File: src/rtl/baser_257b_pkg.sv
// Shared constants and pure helpers for the 64b/66b -> 256b/257b transcoder:
// block sanitising, transcoding and scrambler parameters.
package baser_257b_pkg;

  localparam int DATA_W = 64;
  localparam int BLK_W  = DATA_W + 2;
  localparam int TC_W   = 4 * DATA_W + 1;

  localparam logic [1:0] SH_DATA = 2'b01;
  localparam logic [1:0] SH_CTRL = 2'b10;

  localparam logic [7:0]       ERR_TYPE    = 8'h1E;
  localparam logic [BLK_W-1:0] ERROR_BLOCK = {{8{7'h1E}}, ERR_TYPE, SH_CTRL};

  // 1 + x^39 + x^58: taps are the 39th and 58th most recent output bits
  localparam int               SCR_W     = 58;
  localparam int               SCR_TAP_A = 38;
  localparam int               SCR_TAP_B = 57;
  localparam logic [SCR_W-1:0] SCR_SEED  = '1;

  typedef logic [3:0][BLK_W-1:0] group_t;

  function automatic logic type_ok(input logic [7:0] t);
    case (t)
      8'h1E, 8'h2D, 8'h33, 8'h4B, 8'h55, 8'h66, 8'h78, 8'h87,
      8'h99, 8'hAA, 8'hB4, 8'hCC, 8'hD2, 8'hE1, 8'hFF: return 1'b1;
      default: return 1'b0;
    endcase
  endfunction

  function automatic logic blk_bad(input logic [BLK_W-1:0] b);
    return !((b[1:0] == SH_DATA) || ((b[1:0] == SH_CTRL) && type_ok(b[9:2])));
  endfunction

  function automatic logic [BLK_W-1:0] sanitise(input logic [BLK_W-1:0] b);
    return blk_bad(b) ? ERROR_BLOCK : b;
  endfunction

  // Blocks are already sanitised, so any non-data header is a legal control block.
  function automatic logic [TC_W-1:0] transcode(input group_t g);
    logic [TC_W-1:0] tc;
    logic [3:0]      flags;
    logic            found;
    int              pos;
    tc    = '0;
    found = 1'b0;
    pos   = 9;
    for (int i = 0; i < 4; i++) flags[i] = (g[i][1:0] == SH_DATA);
    if (&flags) begin
      tc = {g[3][BLK_W-1:2], g[2][BLK_W-1:2], g[1][BLK_W-1:2], g[0][BLK_W-1:2], 1'b1};
    end else begin
      tc[4:1] = flags;
      for (int i = 0; i < 4; i++) begin
        if (!flags[i] && !found) begin
          tc[8:5]         = g[i][9:6];
          tc[pos +: 56]   = g[i][BLK_W-1:10];
          pos             = pos + 56;
          found           = 1'b1;
        end else begin
          tc[pos +: DATA_W] = g[i][BLK_W-1:2];
          pos               = pos + DATA_W;
        end
      end
    end
    return tc;
  endfunction

endpackage

File: src/rtl/baser_257b_scrambler.sv
// Self-synchronous 1+x^39+x^58 scrambler over a 256-bit word, LSB first;
// output is combinational, state advances only on i_load.
module baser_257b_scrambler
  import baser_257b_pkg::*;
(
  input  logic         clk,
  input  logic         i_rst_n,
  input  logic         i_load,
  input  logic [255:0] i_data,
  output logic [255:0] o_data
);

  logic [SCR_W-1:0] state;
  logic [SCR_W-1:0] state_nxt;

  always_comb begin
    logic b;
    state_nxt = state;
    o_data    = '0;
    for (int i = 0; i < 256; i++) begin
      b         = i_data[i] ^ state_nxt[SCR_TAP_A] ^ state_nxt[SCR_TAP_B];
      o_data[i] = b;
      state_nxt = {state_nxt[SCR_W-2:0], b};
    end
  end

  always_ff @(posedge clk or negedge i_rst_n) begin
    if (!i_rst_n)    state <= SCR_SEED;
    else if (i_load) state <= state_nxt;
  end

endmodule

File: src/rtl/baser_257b_transcoder.sv
// Packs four 66b blocks into one 257b block; one-cycle output register with valid/ready.
// Define BASER_257B_SCRAMBLER_EN to scramble o_tc[256:1] before it is registered.
module baser_257b_transcoder
  import baser_257b_pkg::*;
#(
  parameter int DATA_WIDTH = 64,
  parameter int BLK_WIDTH  = DATA_WIDTH + 2,
  parameter int TC_WIDTH   = 4 * DATA_WIDTH + 1
) (
  input  logic                 clk,
  input  logic                 i_rst_n,
  input  logic                 i_valid,
  output logic                 o_ready,
  input  logic [BLK_WIDTH-1:0] i_block,
  output logic                 o_valid,
  input  logic                 i_ready,
  output logic [TC_WIDTH-1:0]  o_tc,
  output logic [31:0]          o_err_count
);

  logic [1:0]                cnt;
  logic [2:0][BLK_WIDTH-1:0] hold;
  logic [BLK_WIDTH-1:0]      san;
  logic                      bad;
  logic                      accept;
  logic                      out_load;
  logic [TC_WIDTH-1:0]       tc_plain;
  logic [TC_WIDTH-1:0]       tc_next;
  logic [4*DATA_WIDTH-1:0]   tc_body;

  // Only the closing block of a group needs the output register to be free.
  assign o_ready  = !((cnt == 2'd3) && o_valid && !i_ready);
  assign accept   = i_valid && o_ready;
  assign out_load = accept && (cnt == 2'd3);

  assign bad      = blk_bad(i_block);
  assign san      = sanitise(i_block);
  assign tc_plain = transcode({san, hold[2], hold[1], hold[0]});

`ifdef BASER_257B_SCRAMBLER_EN
  baser_257b_scrambler u_scrambler (
    .clk     (clk),
    .i_rst_n (i_rst_n),
    .i_load  (out_load),
    .i_data  (tc_plain[TC_WIDTH-1:1]),
    .o_data  (tc_body)
  );
`else
  assign tc_body = tc_plain[TC_WIDTH-1:1];
`endif

  assign tc_next = {tc_body, tc_plain[0]};

  always_ff @(posedge clk or negedge i_rst_n) begin
    if (!i_rst_n) begin
      cnt         <= 2'd0;
      hold        <= '0;
      o_valid     <= 1'b0;
      o_tc        <= '0;
      o_err_count <= '0;
    end else begin
      if (accept) begin
        cnt <= cnt + 2'd1;
        if (cnt != 2'd3) hold[cnt] <= san;
        if (bad && (o_err_count != 32'hFFFF_FFFF)) o_err_count <= o_err_count + 32'd1;
      end
      if (out_load) begin
        o_valid <= 1'b1;
        o_tc    <= tc_next;
      end else if (i_ready) begin
        o_valid <= 1'b0;
      end
    end
  end

endmodule
File: config.mk
export PLATFORM = sky130hd
export DESIGN_NAME = baser_257b_transcoder
export DESIGN_NICKNAME = d
export VERILOG_FILES = /design/src/rtl/baser_257b_pkg.sv /design/src/rtl/baser_257b_scrambler.sv /design/src/rtl/baser_257b_transcoder.sv
export SDC_FILE = /design/constraint.sdc
export NUM_CORES = 1
export LEC_CHECK = 0
export ABC_AREA = 1
export CORE_UTILIZATION = 30
export DETAILED_ROUTE_END_ITERATION = 12
export GPL_TIMING_DRIVEN = 0
export SYNTH_ARGS = -nofsm -noshare
export SYNTH_HDL_FRONTEND = slang
export SYNTH_HIERARCHICAL = 1
export SYNTH_SLANG_ARGS = --single-unit
File: constraint.sdc
create_clock -name clk -period 4.3 [get_ports clk]
set_clock_uncertainty 0.1 [all_clocks]
set_input_delay 0.645 -clock clk [delete_from_list [all_inputs] [get_ports clk]]
set_output_delay 0.645 -clock clk [all_outputs]
set_load 0.05 [all_outputs]
==> summary.txt, run 1 <==
post-DP HPWL -> 72700 um
Starting Density -> 0.303
Post-synth ARST share -> 1.00
met2 global-route usage -> 0.394
Final Hold Viols -> 0
sequential fraction of the synthesis area -> 0.555
Die Height -> 273 um
Worst-Margin Slew -> 1.05 ns
Crit-path slowest cell -> nor2_1
total power -> 24.8 mW
cell count after synthesis -> 2644
Worst slew margin -> 0.295
TritonCTS clock tree -> done
CP cell instances -> clkdlybuf4s50_1, inv_1, nor2_1, inv_1, nand2_1, buf_2, nand2_1, nand2_1, o21ai_0
vias in the first global route -> 19700
yosys warns -> 6
H-tree levels -> 2
worst path buffer plus inverter count -> 4
Top delay family on crit path -> simple AND/OR/NAND/NOR gates
average cell area after synthesis -> 8.36 um2
CP peak stage delay -> 0.78 ns
Leak Pwr -> 13.2 nW
post-layout util -> 0.396
Max Cap Violations -> 0
Routed Antenna Nets -> 0
GR Util met1 -> 0.343
Synth Cell Area -> 22100 um2
final WL -> 96300 um
DIE AREA -> 74700 um2
Final min period -> 3.40 ns
Area Overhead vs Synth -> 30.9%
Pre-Repair DR Iteration Count -> 6
layout cell share with drive strength beyond 1 -> 0.0627
RSZ-0062 raised after global routing -> no
WP data required -> 4.70 ns
Final period util -> 0.792
most common flop cell mapped by yosys -> dfrtp_1
Vias -> 21000
Post-synth EDFFs -> 0
element type at the critical path end -> register
CP Class -> input pin to register
I/O Buffers -> 360
RePlAce Congestion -> 0.969
synth unique cells -> 45
total gr overflow -> 0
Pins Over Slew Limit -> 0
Vias/cell -> 5.15
critical path peak fanout -> 10
status -> finished clean
Inserted Clock Buffers -> 54
type of the most critical hold path -> register to register
post-cts sizing count -> 0
pin count of the biggest net entering global routing -> 115
initial antenna violation count -> 7
Worst VDD drop -> 0.518 mV
total track usage -> 0.253
Nets -> 3145
chip width -> 273 um
crit path DAT -> 3.80 ns
Worst-Skew Late Latency -> 0.63 ns
most frequent CP cell -> nand2_1
CTS Buffer Depth -> 3
CP Launch Type -> input pin
# diodes -> 0
Cell Rows -> 99
# IOs -> 361
register bit count reported by yosys -> 490
DRT iter0 DRCs -> 2458
met3 Usage GRT -> 0.0561
# fillers -> 7478
clk sink count -> 490
power per cell area -> 857 nW/um2
Highest Clock Rate -> 294 MHz
CTS root buffer -> clkbuf_16
first-pass GRT wire length -> 137000 um
Top Usage Layer GRT -> met2
DRC -> 0
core area -> 73000 um2
Final setup viols -> 0
Clock transition at path regs -> 0.06 ns
Avg WL per Cell -> 23.7 um
## worst paths after layout
| path | startpoint | endpoint | cells past startpoint | slack, ns |
|---|---|---|---|---|
| max reg2reg | cnt[0]$_DFFE_PN0P_ | o_tc[204]$_DFFE_PN0P_ | 10 | 0.91 |
| min in group asynchronous | i_rst_n | o_tc[210]$_DFFE_PN0P_ | 2 | 0.43 |
| min | o_tc[69]$_DFFE_PN0P_ | o_tc[69]$_DFFE_PN0P_ | 2 | 0.38 |
| min reg2reg | o_tc[69]$_DFFE_PN0P_ | o_tc[69]$_DFFE_PN0P_ | 2 | 0.38 |
| max in group asynchronous | i_rst_n | o_tc[45]$_DFFE_PN0P_ | 5 | 2.00 |
| max | i_block[0] | hold[21]$_DFFE_PN0P_ | 9 | 0.90 |
## through the flow
step	worst slack, ns	instances	hold slack, ns	setup TNS [ns]	instance area (um2)
floorplan	1.72	2646	0.249	0	22100
finish	0.895	4070	0.378	0	28900
detailed placement	0.281	3970	0.366	0	27000
global placement	-20.26	3965	0.365	-9888.06	26900
CTS	0.955	4070	0.383	0	28900
global route	0.742	4070	0.395	0	28900
## tightest hold or removal path: cells and delay by family, from the launching register on
| kind | cells | cell delay [ns] |
|---|---|---|
| flip-flops | 1 | 0.34 |
| AND/OR/NAND/NOR | 2 | 0.11 |
## metal layers
metal / vias to the layer above / routed length [um]
met5: - / 56
met4: 8 / 3780
met1: 10300 / 40400
met2: 1067 / 43200
li1: 9438 / -
met3: 191 / 8860
## cell usage in the layout (no fill, tap or decap), types with 17 or more instances in the layout
cell type	n
nand2_1	850
dfrtp_1	490
o21ai_0	370
clkdlybuf4s50_1	359
inv_1	187
a21oi_1	134
nor2_1	99
clkbuf_1	89
o21ai_1	87
nand3_1	75
clkbuf_16	55
buf_2	43
o21a_1	35
buf_4	17
## synthesized netlist by cell type (all sizes together), types with 4 or more instances
| master | count | area share |
|---|---|---|
| nand2 | 855 | 0.15 |
| dfrtp | 490 | 0.55 |
| o21ai | 457 | 0.10 |
| inv | 194 | 0.033 |
| a21oi | 135 | 0.031 |
| nor2 | 106 | 0.020 |
| buf | 82 | 0.023 |
| clkbuf | 79 | 0.013 |
| nand3 | 76 | 0.017 |
| o21a | 35 | 0.012 |
| nor3 | 16 | 0.0039 |
| xnor2 | 16 | 0.0063 |
| o211ai | 13 | 0.0044 |
| xor2 | 13 | 0.0052 |
| a2bb2oi | 12 | 0.0048 |
| o22ai | 12 | 0.0034 |
| nand4 | 9 | 0.0025 |
| or2 | 9 | 0.0025 |
| o311ai | 8 | 0.0032 |
| ha | 7 | 0.0040 |
| a21boi | 4 | 0.0014 |
| clkinv | 4 | 0.00068 |
## repair_timing
item	in CTS	in global routing
setup buffers	0	0
endpoints found under the setup margin	0	0
hold endpoints to repair	48	0
hold buffers	1	0
## cells by family (layout without fill, tap and decap cells)
family / count (synthesis) / after routing / synth area share
compound gates: 682 / 682 / 0.165
xor+xnor: 29 / 29 / 0.0115
other cells: 2 / 4 / 0.000340
simple gates: 1075 / 1075 / 0.194
fa+ha+maj: 7 / 7 / 0.00396
buf+inv: 359 / 824 / 0.0700
flops: 490 / 490 / 0.555
## report_power, final
group          internal [mW]  leakage, nW  switching, mW  total, mW
clock network           2.90        0.912           2.05       4.95
logic                   3.49         6.16           7.84       11.3
registers               6.71         6.14           1.79       8.50
total                   13.1         13.2           11.7       24.8
## flip-flops by register name, summed over array words and instances (netlist names)
signal / cells
o_valid: 1
hold: 198
o_tc: 257
o_err_count: 32
cnt: 2
## layout make-up
| cell class | count | area [um2] | area share |
|---|---|---|---|
| Buffer | 161 | 797 | 0.0276 |
| Sequential cell | 490 | 12300 | 0.424 |
| Inverter | 198 | 751 | 0.0260 |
| Timing Repair Buffer | 366 | 3760 | 0.130 |
| Multi-Input combinational cell | 1797 | 8290 | 0.287 |
| Tap cell | 959 | 1200 | 0.0415 |
| Clock inverter | 23 | 298 | 0.0103 |
| Clock buffer | 76 | 1570 | 0.0541 |
Note: power is estimated with default switching activity, not from simulation.
==> inputs of run 2 (changes only) <==
- clock period: 4.3 -> 3.05 ns (I/O delays scaled with it)
==> run 2 against run 1 <==
Effect of this change:
- worst hold slack worse by 0.14 ns
- sequential share of layout area down 0.060 points
- combinational power up 42%
- global-route usage about the same
- design area up 0.14%
- count of clock-buffer cells in the layout unchanged
- die area unchanged
- register-to-register slack worse by 0.83 ns
- via count about the same
- critical path depth up 1
- non-clock buffer count unchanged
- largest cell class unchanged
==> summary.txt, run 2 (synthesis gave the netlist of run 1 again) <==
critical path peak fanout -> 10 (unchanged)
Area Overhead vs Synth -> 31.1%
Final WS setup -> 0.0831 ns (-0.812 ns)
Max Cap Violations -> 0 (unchanged)
# fillers -> 7477 (-0.013%)
P_int -> 18.5 mW (+41%)
chip width -> 273 um (unchanged)
RePlAce Congestion -> 0.969 (unchanged)
Biggest register -> o_tc
crit path to -> o_tc[194]$_DFFE_PN0P_
H-tree levels -> 2 (unchanged)
Inserted Clock Buffers -> 54 (unchanged)
CP Launch Type -> register
Post-CTS Setup Inserts -> 0 (unchanged)
I/O Buffers -> 360 (unchanged)
most common cell after layout, fill and taps aside -> nand2_1
Worst slew margin -> 0.434 (+0.138)
TritonCTS clock tree -> done
Worst VDD drop -> 0.730 mV (+41%)
Clock transition at path regs -> 0.06 ns (about the same)
top flop regs -> o_tc (257), hold (198), o_err_count (32)
Starting Density -> 0.303 (unchanged)
layout cell share with drive strength beyond 1 -> 0.0710 (+0.00836)
Vias -> 21000 (-0.0095%)
Avg WL per Cell -> 23.6 um (about the same)
met3 Usage GRT -> 0.0583 (+0.00219)
footprint of the multi-input gates -> 8300 um2 (about the same)
commonest cells after routing, fill and taps aside -> nand2_1, dfrtp_1, o21ai_0
type of the most critical hold path -> input pin to async pin
total gr overflow -> 0 (unchanged)
Die Height -> 273 um (unchanged)
setup TNS -> 0 ns (unchanged)
initial antenna violation count -> 8 (+1)
element type at the critical path end -> register
Seq pwr share -> 0.343 (about the same)
vias in the first global route -> 19700 (-0.066%)
Final period util -> 0.973
final WL -> 96300 um (about the same)
CTS Buffer Depth -> 3 (unchanged)
Switch Pwr -> 16.5 mW (+41%)
Pins Over Slew Limit -> 0 (unchanged)
Highest Clock Rate -> 337 MHz
core area -> 73000 um2 (unchanged)
Top Usage Layer GRT -> met2
worst setup path start -> cnt[0]$_DFFE_PN0P_
status -> finished clean
start of the worst register-to-register path -> cnt[0]$_DFFE_PN0P_
Pre-Repair DR Iteration Count -> 6 (unchanged)
Comb power frac -> 0.458 (about the same)
Final setup viols -> 0 (unchanged)
post-DP HPWL -> 72700 um (unchanged)
pre-CTS WS -> -0.781 ns (-1.06 ns)
post-layout util -> 0.397 (+0.000566)
clock power share -> 0.199 (about the same)
total track usage -> 0.253 (about the same)
DIE AREA -> 74700 um2 (unchanged)
total power -> 35.0 mW (+41%)
CTS root buffer -> clkbuf_16
power per cell area -> 1210 nW/um2 (+41%)
pin count of the biggest net entering global routing -> 115 (unchanged)
clk sink count -> 490 (unchanged)
Final min period -> 2.97 ns
Worst-Skew Late Latency -> 0.63 ns (about the same)
Leak Pwr -> 13.3 nW (+0.54%)
GR Util met1 -> 0.343 (about the same)
crit path DAT -> 3.42 ns (-0.38 ns)
Cell Rows -> 99 (unchanged)
Nets -> 3145 (unchanged)
r2r endpoint -> o_tc[194]$_DFFE_PN0P_
Vias/cell -> 5.15 (about the same)
max reg flops -> 257 (unchanged)
met2 global-route usage -> 0.393 (-0.000999)
DRT iter0 DRCs -> 2381 (-3.1%)
Worst Hold Slack -> 0.240 ns (-0.138 ns)
first-pass GRT wire length -> 137000 um (about the same)
DRC -> 0 (unchanged)
CP Class -> register to register
Switching Share -> 0.471 (about the same)
Worst-Margin Slew -> 0.850 ns (-0.203 ns)
FF/Latch Area -> 12300 um2 (unchanged)
Register-to-Register Path Depth -> 10 (unchanged)
WP data required -> 3.50 ns (-1.20 ns)
R2R Setup Slk -> 0.08 ns (-0.83 ns)
# IOs -> 361 (unchanged)
Final Hold Viols -> 0 (unchanged)
Routed Antenna Nets -> 0 (unchanged)
==> run 2: cell types whose count changed in the layout (fill, tap and decap cells not counted) <==
| cell | before | now |
|---|---|---|
| nor2_2 | 2 | 3 |
| clkbuf_4 | 0 | 1 |
| diode_2 | 0 | 1 |
| clkbuf_2 | 0 | 23 |
| buf_1 | 12 | 9 |
| clkbuf_1 | 89 | 68 |
| clkinv_1 | 4 | 3 |
| nor2_1 | 99 | 98 |
| clkinvlp_4 | 4 | 5 |
==> run 2: power groups by stage <==
stage	clock network (mW)	logic [mW]	registers, mW
final	6.96	16.0	12.0
after global routing	7.28	17.0	12.3
after CTS	7.01	16.0	11.9
after detailed placement	0	15.9	12.0
after global placement	0	15.8	12.0
after floorplan	0	4.66	16.6
==> run 2: per-stage QoR <==
step,instance area [um2],instances
global placement,26900,3965
global route,29000,4071
CTS,28900,4070
detailed placement,27000,3970
floorplan,22100,2646
finish,29000,4071
==> run 2: how the worst min path moves through the flow <==
stage          depth (start not counted)  slack (ns)               endpoint                   from
3_3_place_gp                           2        0.36  o_tc[244]$_DFFE_PN0P_  o_tc[244]$_DFFE_PN0P_
6_report                               2        0.24  o_tc[210]$_DFFE_PN0P_                i_rst_n
3_5_place_dp                           1        0.30  o_tc[204]$_DFFE_PN0P_                i_rst_n
2_1_floorplan                          0        0.06     cnt[0]$_DFFE_PN0P_                i_rst_n
4_1_cts                                2        0.24  o_tc[210]$_DFFE_PN0P_                i_rst_n
5_1_grt                                2        0.28  o_tc[210]$_DFFE_PN0P_                i_rst_n
==> run 2: layer usage <==
layer / vias to the layer above / share of wire
met5: - / 0.00043
met4: 6 / 0.040
met3: 201 / 0.099
met2: 1113 / 0.45
met1: 10200 / 0.41
li1: 9449 / -
==> run 2: what timing repair did <==
item                                    4_1_cts  5_1_grt
endpoints found under the setup margin       71      124
hold endpoints to repair                     48        0
resized for setup                             9       32
hold buffers                                  1        0
==> run 2: worst max-delay path, stage by stage, from the launching register on <==
cell	delay (ns)
dfrtp_1	0.42
ha_1	0.30
nand3_1	0.13
and2_1	0.29
nand2_1	0.18
buf_4	0.26
inv_4	0.12
clkbuf_4	0.35
buf_2	0.40
nand3_1	0.20
nand2_1	0.11
==> run 2: area by class of cell <==
class,count,area share
flip-flops and latches,490,0.423
multi-input cells,1797,0.286
repair buffers,366,0.130
clock buffers,76,0.0540
well taps,959,0.0414
plain buffers,161,0.0286
inverters,198,0.0260
clock inverters,23,0.0103
diodes,1,0.0000864
